===== config.mk =====
export PLATFORM = sky130hd
export DESIGN_NAME = timer_ctrl_flat
export DESIGN_NICKNAME = d
export VERILOG_FILES = /design/src/rtl/timer_ctrl_if.sv /design/src/rtl/timer_ctrl.sv /design/src/flat_wrapper.sv
export SDC_FILE = /design/constraint.sdc
export NUM_CORES = 1
export LEC_CHECK = 0
export CAP_MARGIN = 20
export CORE_MARGIN = 3
export CORE_UTILIZATION = 49
export CTS_CLUSTER_DIAMETER = 120
export DETAILED_ROUTE_END_ITERATION = 6
export PLACE_DENSITY = 0.75
export SLEW_MARGIN = 20
export SYNTH_ARGS = -nofsm -noshare
export SYNTH_HDL_FRONTEND = slang
export SYNTH_SLANG_ARGS = --single-unit

===== constraint.sdc =====
create_clock -name clk_i -period 2.21 [get_ports clk_i]
set_clock_uncertainty 0.15 [all_clocks]
set_input_delay 0.221 -clock clk_i [delete_from_list [all_inputs] [get_ports clk_i]]
set_output_delay 0.221 -clock clk_i [all_outputs]
set_load 0.01 [all_outputs]

===== src/rtl/timer_ctrl_if.sv =====
// AXI4-Lite configuration bundle for timer_ctrl. The master drives requests and the slave drives responses.
interface timer_ctrl_if;
    logic        awvalid;
    logic        awready;
    logic [31:0] awaddr;
    logic        wvalid;
    logic        wready;
    logic [31:0] wdata;
    logic [3:0]  wstrb;
    logic        bvalid;
    logic        bready;
    logic [1:0]  bresp;
    logic        arvalid;
    logic        arready;
    logic [31:0] araddr;
    logic        rvalid;
    logic        rready;
    logic [31:0] rdata;
    logic [1:0]  rresp;

    modport master (
        output awvalid, awaddr, wvalid, wdata, wstrb, bready, arvalid, araddr, rready,
        input  awready, wready, bvalid, bresp, arready, rvalid, rdata, rresp
    );

    modport slave (
        input  awvalid, awaddr, wvalid, wdata, wstrb, bready, arvalid, araddr, rready,
        output awready, wready, bvalid, bresp, arready, rvalid, rdata, rresp
    );
endinterface


===== src/rtl/timer_ctrl.sv =====
// Prescaled 32-bit compare timer with an AXI4-Lite register file (CTRL/CMP/VAL/STATUS)
// and a registered level interrupt.
module timer_ctrl #(
    parameter logic [31:0] RESET_CMP = 32'hFFFF_FFFF
) (
    input  logic         clk_i,
    input  logic         rst_i,
    timer_ctrl_if.slave  cfg,
    output logic         intr_o
);

    localparam logic [7:0] ADDR_CTRL   = 8'h00;
    localparam logic [7:0] ADDR_CMP    = 8'h04;
    localparam logic [7:0] ADDR_VAL    = 8'h08;
    localparam logic [7:0] ADDR_STATUS = 8'h0C;

    logic        ctrl_en, ctrl_irq_en, ctrl_periodic;
    logic [7:0]  ctrl_prescale;
    logic [31:0] cmp_q, val_q;
    logic        match_q;
    logic [7:0]  presc_q;

    logic        aw_held, w_held;
    logic [7:0]  awaddr_q;
    logic [31:0] wdata_q;
    logic        bvalid_q, rvalid_q;
    logic [31:0] rdata_q;

    logic        aw_fire, w_fire, wr_do, ar_fire;
    logic [7:0]  wr_addr;
    logic [31:0] wr_data, rd_mux;
    logic        wr_ctrl, wr_cmp, wr_val, wr_status;
    logic        tick, match_evt;

    // Byte strobes and upper address bits have no effect on this register file.
    logic unused_cfg_bits;
    assign unused_cfg_bits = ^{cfg.wstrb, cfg.awaddr[31:8], cfg.araddr[31:8]};

    // Readies are held low during reset. A pending read blocks new writes.
    assign cfg.awready = rst_i & ~bvalid_q & ~cfg.arvalid & ~aw_held;
    assign cfg.wready  = rst_i & ~bvalid_q & ~cfg.arvalid & ~w_held;
    assign cfg.arready = rst_i & ~rvalid_q;
    assign cfg.bvalid  = bvalid_q;
    assign cfg.bresp   = 2'b00;
    assign cfg.rvalid  = rvalid_q;
    assign cfg.rdata   = rdata_q;
    assign cfg.rresp   = 2'b00;

    assign aw_fire = cfg.awvalid & cfg.awready;
    assign w_fire  = cfg.wvalid & cfg.wready;
    assign ar_fire = cfg.arvalid & cfg.arready;

    // The write commits when the second of AW and W is accepted. A held channel supplies its captured value.
    assign wr_do   = (aw_fire | aw_held) & (w_fire | w_held);
    assign wr_addr = aw_held ? awaddr_q : cfg.awaddr[7:0];
    assign wr_data = w_held ? wdata_q : cfg.wdata;

    assign wr_ctrl   = wr_do & (wr_addr == ADDR_CTRL);
    assign wr_cmp    = wr_do & (wr_addr == ADDR_CMP);
    assign wr_val    = wr_do & (wr_addr == ADDR_VAL);
    assign wr_status = wr_do & (wr_addr == ADDR_STATUS);

    assign tick      = ctrl_en & (presc_q == ctrl_prescale);
    assign match_evt = tick & ~wr_val & (val_q == cmp_q);

    always_comb begin
        // NOTE: default first so every path assigns rd_mux and no latch is inferred.
        rd_mux = '0;
        case (cfg.araddr[7:0])
            ADDR_CTRL:   rd_mux = {16'h0, ctrl_prescale, 5'h0, ctrl_periodic, ctrl_irq_en, ctrl_en};
            ADDR_CMP:    rd_mux = cmp_q;
            ADDR_VAL:    rd_mux = val_q;
            ADDR_STATUS: rd_mux = {31'h0, match_q};
            default:     rd_mux = '0;
        endcase
    end

    // NOTE: state registers use non-blocking assignments so that all updates on the same edge see pre-edge values.
    always_ff @(posedge clk_i or negedge rst_i) begin
        if (!rst_i) begin
            aw_held  <= 1'b0;
            w_held   <= 1'b0;
            awaddr_q <= '0;
            wdata_q  <= '0;
            bvalid_q <= 1'b0;
            rvalid_q <= 1'b0;
            rdata_q  <= '0;
        end else begin
            if (wr_do) begin
                aw_held <= 1'b0;
                w_held  <= 1'b0;
            end else begin
                if (aw_fire) begin
                    aw_held  <= 1'b1;
                    awaddr_q <= cfg.awaddr[7:0];
                end
                if (w_fire) begin
                    w_held  <= 1'b1;
                    wdata_q <= cfg.wdata;
                end
            end

            if (wr_do)
                bvalid_q <= 1'b1;
            else if (cfg.bready)
                bvalid_q <= 1'b0;

            if (ar_fire) begin
                rvalid_q <= 1'b1;
                rdata_q  <= rd_mux;
            end else if (cfg.rready) begin
                rvalid_q <= 1'b0;
            end
        end
    end

    always_ff @(posedge clk_i or negedge rst_i) begin
        if (!rst_i) begin
            ctrl_en       <= 1'b0;
            ctrl_irq_en   <= 1'b0;
            ctrl_periodic <= 1'b0;
            ctrl_prescale <= '0;
            cmp_q         <= RESET_CMP;
            val_q         <= '0;
            match_q       <= 1'b0;
            presc_q       <= '0;
            intr_o        <= 1'b0;
        end else begin
            // A CTRL write wins over a one-shot EN clear on the same edge.
            if (wr_ctrl) begin
                ctrl_en       <= wr_data[0];
                ctrl_irq_en   <= wr_data[1];
                ctrl_periodic <= wr_data[2];
                ctrl_prescale <= wr_data[15:8];
            end else if (match_evt && !ctrl_periodic) begin
                ctrl_en <= 1'b0;
            end

            if (wr_cmp)
                cmp_q <= wr_data;

            // A VAL write overrides the tick and restarts the prescaler.
            if (wr_val) begin
                val_q <= wr_data;
            end else if (tick) begin
                if (val_q == cmp_q) begin
                    if (ctrl_periodic)
                        val_q <= '0;
                end else begin
                    val_q <= val_q + 32'd1;
                end
            end

            if (wr_val || !ctrl_en || tick)
                presc_q <= '0;
            else
                presc_q <= presc_q + 8'd1;

            if (match_evt)
                match_q <= 1'b1;
            else if (wr_status && wr_data[0])
                match_q <= 1'b0;

            intr_o <= match_q & ctrl_irq_en;
        end
    end

endmodule


===== src/flat_wrapper.sv =====
// flat-port wrapper written by rule: the top's interface ports become plain ports
module timer_ctrl_flat 
#(
    parameter logic [31:0] RESET_CMP = 32'hFFFF_FFFF
)
  (clk_i, rst_i, intr_o, cfg_awvalid, cfg_awaddr, cfg_wvalid, cfg_wdata, cfg_wstrb, cfg_bready, cfg_arvalid, cfg_araddr, cfg_rready, cfg_awready, cfg_wready, cfg_bvalid, cfg_bresp, cfg_arready, cfg_rvalid, cfg_rdata, cfg_rresp);
  timer_ctrl_if cfg_i ();
  input  logic clk_i;
  input  logic rst_i;
  output logic intr_o;
  input wire logic [$bits(cfg_i.awvalid)-1:0] cfg_awvalid;
  input wire logic [$bits(cfg_i.awaddr)-1:0] cfg_awaddr;
  input wire logic [$bits(cfg_i.wvalid)-1:0] cfg_wvalid;
  input wire logic [$bits(cfg_i.wdata)-1:0] cfg_wdata;
  input wire logic [$bits(cfg_i.wstrb)-1:0] cfg_wstrb;
  input wire logic [$bits(cfg_i.bready)-1:0] cfg_bready;
  input wire logic [$bits(cfg_i.arvalid)-1:0] cfg_arvalid;
  input wire logic [$bits(cfg_i.araddr)-1:0] cfg_araddr;
  input wire logic [$bits(cfg_i.rready)-1:0] cfg_rready;
  output wire logic [$bits(cfg_i.awready)-1:0] cfg_awready;
  output wire logic [$bits(cfg_i.wready)-1:0] cfg_wready;
  output wire logic [$bits(cfg_i.bvalid)-1:0] cfg_bvalid;
  output wire logic [$bits(cfg_i.bresp)-1:0] cfg_bresp;
  output wire logic [$bits(cfg_i.arready)-1:0] cfg_arready;
  output wire logic [$bits(cfg_i.rvalid)-1:0] cfg_rvalid;
  output wire logic [$bits(cfg_i.rdata)-1:0] cfg_rdata;
  output wire logic [$bits(cfg_i.rresp)-1:0] cfg_rresp;
  assign cfg_i.awvalid = cfg_awvalid;
  assign cfg_i.awaddr = cfg_awaddr;
  assign cfg_i.wvalid = cfg_wvalid;
  assign cfg_i.wdata = cfg_wdata;
  assign cfg_i.wstrb = cfg_wstrb;
  assign cfg_i.bready = cfg_bready;
  assign cfg_i.arvalid = cfg_arvalid;
  assign cfg_i.araddr = cfg_araddr;
  assign cfg_i.rready = cfg_rready;
  assign cfg_awready = cfg_i.awready;
  assign cfg_wready = cfg_i.wready;
  assign cfg_bvalid = cfg_i.bvalid;
  assign cfg_bresp = cfg_i.bresp;
  assign cfg_arready = cfg_i.arready;
  assign cfg_rvalid = cfg_i.rvalid;
  assign cfg_rdata = cfg_i.rdata;
  assign cfg_rresp = cfg_i.rresp;
  timer_ctrl #(.RESET_CMP(RESET_CMP)) u_core (.clk_i(clk_i), .rst_i(rst_i), .cfg(cfg_i), .intr_o(intr_o));
endmodule

Word-level counts from Yosys, hierarchy flattened --
Index checks and enable logic that the tools add are counted.
Storage, ports and cells: register bits after elaboration 161, input port bits 107, word-level logic and storage cells 91
Cells by class: add/sub/neg operators 2, eq/ne operators 9, muxes and demuxes 20, bitwise operators 26, reduce and logical (&&, ||, !) cells 18
Operators by type and width (count):
- $mux W32 | 5
- $pmux W32 S4 | 1
- $add A32 B1 Y32 const B | 1
- $eq A32 B32 Y1 | 1
- $eq A8 B4 Y1 const B | 4
- $and A1 B1 Y1 | 17
- $eq A8 B3 Y1 const B | 2
- $logic_not A8 Y1 | 2
- $mux W8 | 2
- $reduce_bool A2 Y1 | 7
- $mux W1 | 12
- $add A8 B1 Y8 const B | 1
- $eq A8 B8 Y1 | 1
- $not A1 Y1 | 7
- $reduce_and A2 Y1 | 3
- $ne A3 B1 Y1 const B | 1
- $logic_and A1 B1 Y1 | 2
- $logic_not A1 Y1 | 2
- $logic_or A1 B1 Y1 | 2
- $or A1 B1 Y1 | 2

Depth between registers and ports, before layout --
Gate-level depths: netlist (run 1).
depth after elaboration 14, depth in mapped cells 9, gate-level depth less buffers 7

Worst setup path after synthesis (run 1) --
OpenSTA, ideal clock, no wires.
path kind register to register, from reg u_core.val_q[0], to reg u_core.val_q[30], data arrival time 2054 ps, required time 1978 ps, slack -77 ps, cell stages (with the launch flop) 7, clock period less this slack 2287 ps, path through dfrtp_1 > ha_1 > nand4_1 > nor4_2 > or4b_1 > o32a_1 > o22ai_1
Between the ends: cells in the longest elaborated chain, start to end 4
RTL lines:
- start, declared | RTL line timer_ctrl.sv:19 | logic [31:0] cmp_q, val_q;
- start signal, assigned | RTL line timer_ctrl.sv:144 | val_q <= wr_data;
- start signal, assigned | RTL line timer_ctrl.sv:150 | val_q <= val_q + 32'd1;
- $add A32 B1 Y32 / $eq A32 B32 Y1 (equally long branches) | RTL line timer_ctrl.sv:150, timer_ctrl.sv:146
- $mux W32 | RTL line timer_ctrl.sv:146 | if (val_q == cmp_q) begin
- $mux W32 | RTL line timer_ctrl.sv:145 | end else if (tick) begin
- $mux W32 | RTL line timer_ctrl.sv:143 | if (wr_val) begin
Parallel ways exist; a longest one is shown, timed or not. The select of a mux whose other input is x is not followed. A chain may end at the register's enable or synchronous reset.

Final worst setup path (run 1) --
from reg u_core.cmp_q[24], to reg u_core.val_q[0]
Between the ends: cells in the longest elaborated chain, start to end 4
RTL lines:
- start, declared | RTL line timer_ctrl.sv:19
- start signal, assigned | RTL line timer_ctrl.sv:140 | cmp_q <= wr_data;
- $eq A32 B32 Y1 * | RTL line timer_ctrl.sv:146
- $mux W32 | RTL line timer_ctrl.sv:146
- $mux W32 | RTL line timer_ctrl.sv:145
- $mux W32 | RTL line timer_ctrl.sv:143
Mark *: on every way between the ends. The rest lies on a longest branch, timed or not. The select of a mux whose other input is x is not followed.

==> results of run 1 <==
-- metal layers --
layer,vias to the layer above,part of all wire (%)
met5,-,0.20
met2,447,46
li1,3611,-
met4,2,3.9
met3,97,9.4
met1,4082,41
-- final timing paths --
path	from	endpoint	slack [ps]	cells past startpoint
setup / recovery	u_core.cmp_q[24]$_DFFE_PN1P_	u_core.val_q[0]$_DFFE_PN0P_	-310	9
hold / removal	cfg_awaddr[6]	u_core.awaddr_q[6]$_DFFE_PN0P_	50	2
setup reg to reg	u_core.cmp_q[24]$_DFFE_PN1P_	u_core.val_q[0]$_DFFE_PN0P_	-310	9
hold reg to reg	u_core.cfg.rdata[16]$_DFFE_PN0P_	u_core.cfg.rdata[16]$_DFFE_PN0P_	330	2
max in group asynchronous	rst_i	u_core.w_held$_DFFE_PN0P_	480	5
min in group asynchronous	rst_i	u_core.val_q[24]$_DFFE_PN0P_	500	4
-- worst max-delay path, cell delays in order (launching register included) --
cell and delay [ps]:
dfstp_2 540, xor2_1 60, buf_4 150, nor4_2 270
buf_4 170, nand4_2 160, buf_6 210, o21ai_4 230
o22ai_2 140, mux2_4 300
-- logic make-up after synthesis --
group / synth area share (%)
AND/OR/NAND/NOR: 15.4
AO/OA/AOI/OAI: 16.8
flip-flops: 46.7
multiplexers: 11.5
buffers and inverters: 4.71
XOR/XNOR: 4.62
adder cells (fa/ha/maj): 0.287
other: 0.0430
-- flip-flops by register name (all words and copies together), names as in the netlist --
signal                cells
u_core.ctrl_en            1
u_core.cfg.bvalid         1
u_core.wdata_q           32
u_core.ctrl_irq_en        1
u_core.aw_held            1
u_core.intr_o             1
u_core.match_q            1
u_core.presc_q            8
u_core.cmp_q             32
u_core.val_q             32
u_core.w_held             1
u_core.awaddr_q           8
u_core.cfg.rdata         32
u_core.ctrl_periodic      1
u_core.ctrl_prescale      8
u_core.cfg.rvalid         1
-- per-stage QoR --
stage	cells	util (%)	hold slack (ps)	area, um2
6_report	1349	72.6	45.9	12600
3_5_place_dp	1286	64.4	162	11200
4_1_cts	1334	70.2	33.3	12200
3_3_place_gp	1286	64.4	158	11200
5_1_grt	1349	72.6	48.2	12600
2_1_floorplan	847	-	-225	8770
-- where the power goes --
part           internal (mW)  leakage, nW  switching, mW
registers               3.65         1.99          0.460
clock network           1.80        0.288           1.24
logic                   1.67         3.09           1.66
total                   7.12         5.37           3.36
-- cell usage in the layout (no fill, tap or decap), types with 20 or more instances in the layout --
master,count
a21oi_1,32
a21oi_2,20
a22oi_1,23
buf_4,178
clkbuf_16,20
clkdlybuf4s50_1,84
dfrtp_1,128
dfstp_2,32
mux2_2,46
mux2i_1,39
nand2_1,56
nand3_1,23
nor2_1,59
o21ai_0,41
xor2_1,33
-- final cells by class --
cell class / instances / area [um2] / share of cell area, %
well taps: 225 / 282 / 2.23
repair buffers: 314 / 2950 / 23.4
multi-input cells: 606 / 4670 / 37.1
flip-flops and latches: 161 / 4070 / 32.3
clock inverters: 10 / 135 / 1.07
clock buffers: 22 / 454 / 3.60
inverters: 11 / 41.3 / 0.328
-- what timing repair did --
action                     CTS  global route
setup buffers               12             8
hold buffers                 3             2
hold endpoints to repair    24             2
setup endpoints to repair   83            84
resized for setup           67            60
pin swaps                   23            17
gates cloned                 1             5
==> impl_metrics.py, run 1 <==
metrics = {
    "critical_path": {
        "critPathKind": "reg -> reg",
        "worstPathRequired_ps": 2390,
        "crit_path_start_kind": "flip-flop",
        "critPathArrivalTime_ps": 2690,
        "path_max_fanout": 7,
        "end_kind": "flip-flop",
    },
    "sta": {
        "post-route-period-util_pct": 114,
        "slew_headroom_pct": 51.2,
        "period_needed_ps": 2520,
        "setup_viol": 83,
        "tightest_slew_ps": 732,
        "slew_violations": 0,
        "worst_slack_ps": -307,
        "hold_viol": 0,
        "max_freq_ghz": 0.397,
        "rsz0062_at_grt": "yes",
        "setup-tns-final_ps": -12140,
    },
    "global_route": {
        "first_global_vias": 8131,
        "grt_start_max_net_pins": 133,
        "gr-total-overflow": 0,
        "use_met2_pct": 45.3,
        "grt_use_met1_pct": 41.8,
        "grt_pass1_wl_um": 45000,
        "grtUsageTotal_pct": 29.8,
        "antenna_found_initial": 0,
        "busiest_layer": "met2",
        "grtUsageMet3_pct": 6.39,
    },
    "synthesis": {
        "netlist_instances": 844,
        "synth_top_area_share_pct": 37.0,
        "synth_cell_types": 75,
        "syn_area_um2": 8720,
        "synth_common_cells": "dfrtp_1 (129), nor2_1 (75), nand2_1 (57)",
        "avgSynthCellArea_um2": 10.3,
        "ys.flop_type": "dfrtp_1",
        "ys_top_cells_by_area": "dfrtp_1 (37%), dfstp_2 (9.6%), mux2_2 (6.6%)",
        "ys_ff_latch": 161,
        "synth.most_common_cell": "dfrtp_1",
        "synthArstFlopShare_pct": 100,
        "yosysWarningCount": 0,
        "yosysTopAreaCell": "dfrtp_1",
        "ys_seq_area_share_pct": 46.7,
        "synth-edff-count": 0,
    },
    "final_layout": {
        "antenna_cells": 0,
        "nets": 1220,
        "fillerInstances": 1242,
        "drive_above_1_share_pct": 38.5,
        "syn2layout_area_growth_pct": 44.6,
    },
    "pwr": {
        "ir_drop_v": 0.000588,
        "power_density_nw_per_um2": 831,
        "p_total_mw": 10.5,
        "p_leak_nw": 5.37,
    },
    "cts": {
        "insertion_delay_ps": 440,
        "cts_max_path_buffers": 2,
        "cts.sinks": 161,
        "cts-buffers-inserted": 17,
        "clockRootBuffer": "clkbuf_16",
        "cts_tree": "done",
        "clk_pin_slew_ps": 70,
        "htreeDepth": 4,
    },
    "floorplan": {
        "rows": 48,
        "io_pins": 149,
        "dieHeight_um": 139,
        "dieArea_um2": 19400,
        "start_util_pct": 50.2,
        "die_x_um": 139,
        "core_um2": 17400,
    },
    "placed_design": {
        "port_buffers": 92,
        "gp_congestion": 1.05,
        "dp_hpwl_um": 19900,
        "place_ws_ps": -522,
    },
    "drt": {
        "wl_per_cell_um": 22.6,
        "drt.antenna.violating_nets": 0,
        "drt_iter0_drc": 766,
        "wirelength_um": 30500,
        "drc": 0,
        "dr.pass1.iters": 5,
        "vias": 8239,
        "via_per_inst": 6.11,
    },
    "job": {
        "drv_cap": 0,
    },
    "hold_path": {
        "holdCritPathClass": "in -> reg",
    },
    "run_status": {
        "outcome": "finished, violations left",
        "violations": "negative setup slack",
    },
}
No activity file was read; power rests on OpenSTA's default activity.
==> run 2: changes to the inputs <==
CTS_CLUSTER_SIZE = 28   (was unset)
==> results of run 2 <==
The final DEF is identical to that of run 1; final timing and power are the same.
==> run 3: changes to the inputs <==
CORE_MARGIN = 2   (was 3)
MAX_ROUTING_LAYER = met4   (was unset)
==> impl_metrics.py, run 3 (synthesized netlist as in run 1, its figures left out) <==
metrics = {
    "run_status": {
        "outcome": "finished, violations left",
        "violations": "negative setup slack",
    },
    "critical_path": {
        "worstPathRequired_ps": 2360,
        "critPathArrivalTime_ps": 2710,
        "end_kind": "flip-flop",
        "critPathKind": "reg -> reg",
        "path_max_fanout": 8,
        "crit_path_start_kind": "flip-flop",
        "crit_start": "u_core.val_q[1]$_DFFE_PN0P_",
        "r2r_start": "u_core.val_q[1]$_DFFE_PN0P_",
    },
    "sta": {
        "setup-tns-final_ps": -10550,
        "tightest_slew_ps": 697,
        "max_freq_ghz": 0.390,
        "hold_ws_ps": 161,
        "setup_viol": 69,
        "period_needed_ps": 2570,
        "hold_viol": 0,
        "rsz0062_at_grt": "yes",
        "slew_violations": 0,
        "post-route-period-util_pct": 116,
        "worst_slack_ps": -356,
        "slew_headroom_pct": 53.4,
    },
    "drt": {
        "via_per_inst": 6.26,
        "vias": 8702,
        "wirelength_um": 33500,
        "dr.pass1.iters": 5,
        "drt.antenna.violating_nets": 0,
        "wl_per_cell_um": 24.1,
        "drc": 0,
        "drt_iter0_drc": 1106,
    },
    "job": {
        "drv_cap": 0,
    },
    "final_layout": {
        "syn2layout_area_growth_pct": 54.6,
        "fin_cells": 1390,
        "final_common_cell": "buf_4",
        "fillerInstances": 1030,
        "drive_above_1_share_pct": 45.0,
        "nets": 1259,
        "layout_common_cells": "buf_4 (195), dfrtp_1 (122), clkdlybuf4s50_1 (84)",
        "multi_input_area_um2": 5010,
        "ff_latch_area_um2": 4080,
    },
    "global_route": {
        "grt_use_met1_pct": 46.6,
        "use_met2_pct": 51.9,
        "grtUsageTotal_pct": 35.3,
        "first_global_vias": 8379,
        "grt_pass1_wl_um": 47700,
        "gr-total-overflow": 0,
        "antenna_found_initial": 2,
        "busiest_layer": "met2",
        "grtUsageMet3_pct": 10.4,
        "grt_start_max_net_pins": 49,
    },
    "placed_design": {
        "port_buffers": 92,
        "dp.cells": 1311,
        "gp_congestion": 0.998,
        "dp_hpwl_um": 20300,
        "place_ws_ps": -533,
    },
    "cts": {
        "insertion_delay_ps": 450,
        "cts-buffers-inserted": 17,
        "cts.sinks": 161,
        "clockRootBuffer": "clkbuf_16",
        "cts_tree": "done",
        "cts_max_path_buffers": 2,
        "clk_pin_slew_ps": 70,
        "htreeDepth": 4,
    },
    "hold_path": {
        "holdCritPathClass": "in -> async",
    },
    "floorplan": {
        "die_x_um": 137,
        "dieHeight_um": 137,
        "rows": 48,
        "core_um2": 17400,
        "start_util_pct": 50.2,
        "dieArea_um2": 18900,
        "io_pins": 149,
    },
    "pwr": {
        "power_density_nw_per_um2": 819,
        "p_leak_nw": 5.71,
        "ir_drop_v": 0.000575,
    },
}
==> run 3: cell count changes in the layout (fill, tap and decap cells not counted), moves of 11 or more <==
cell,change
a21oi_1,-21
a21oi_2,+17
buf_4,+17
nor2_4,+11
o22ai_1,-12
o22ai_2,+11
==> run 3: layout make-up <==
class                   instances  area share (%)
repair buffers                353            25.4
flip-flops and latches        161            30.2
clock buffers                  24            3.65
well taps                     225            2.09
multi-input cells             606            37.1
diodes                          2          0.0371
clock inverters                 8            1.11
inverters                      11           0.306
==> run 3: worst max-delay path: stages, from the launching register on <==
cell	delay, ps
dfrtp_2	440
buf_4	170
xor2_1	180
nor4_2	240
buf_4	200
and4_4	310
nand4_1	190
nand2_1	180
buf_6	190
o21ai_1	150
==> run 3: what timing repair did <==
item,4_1_cts,5_1_grt
gates cloned,10,2
setup endpoints to repair,79,85
setup buffers,24,8
hold endpoints to repair,28,4
resized for setup,117,106
hold buffers,4,4
pin swaps,43,18
==> run 3: power breakdown <==
part / internal (mW) / total, mW / leakage (nW) / switching [mW]
clock: 2.01 / 3.27 / 0.299 / 1.26
sequential: 3.65 / 4.14 / 1.98 / 0.491
combinational: 1.80 / 3.64 / 3.42 / 1.84
total: 7.46 / 11.0 / 5.71 / 3.58
==> run 3: path summary, 6_finish.rpt <==
kind / endpoint / cells after the start / slack [ps]
min in group clk_i: u_core.w_held$_DFFE_PN0P_ / 4 / 160
max in group asynchronous: u_core.val_q[1]$_DFFE_PN0P_ / 5 / 130
setup / recovery: u_core.val_q[21]$_DFFE_PN0P_ / 9 / -360
hold reg to reg: u_core.cfg.rdata[17]$_DFFE_PN0P_ / 2 / 330
setup reg to reg: u_core.val_q[21]$_DFFE_PN0P_ / 9 / -360
hold / removal: u_core.wdata_q[20]$_DFFE_PN0P_ / 3 / 160
==> run 3: per-layer routing <==
layer	wire (um)	up-vias
li1	-	3699
met1	12900	4221
met2	15100	628
met3	3990	154
met4	1500	0
met5	0	-
==> run 3: metrics by stage <==
stage / utilization [%] / total power [mW] / instance area [um2]
3_5_place_dp: 65.6 / 7.08 / 11400
6_report: 77.7 / 11.0 / 13500
5_1_grt: 77.7 / 11.4 / 13500
3_3_place_gp: 65.6 / 6.97 / 11400
2_1_floorplan: - / 5.59 / 8770
4_1_cts: 75.0 / 10.5 / 13000
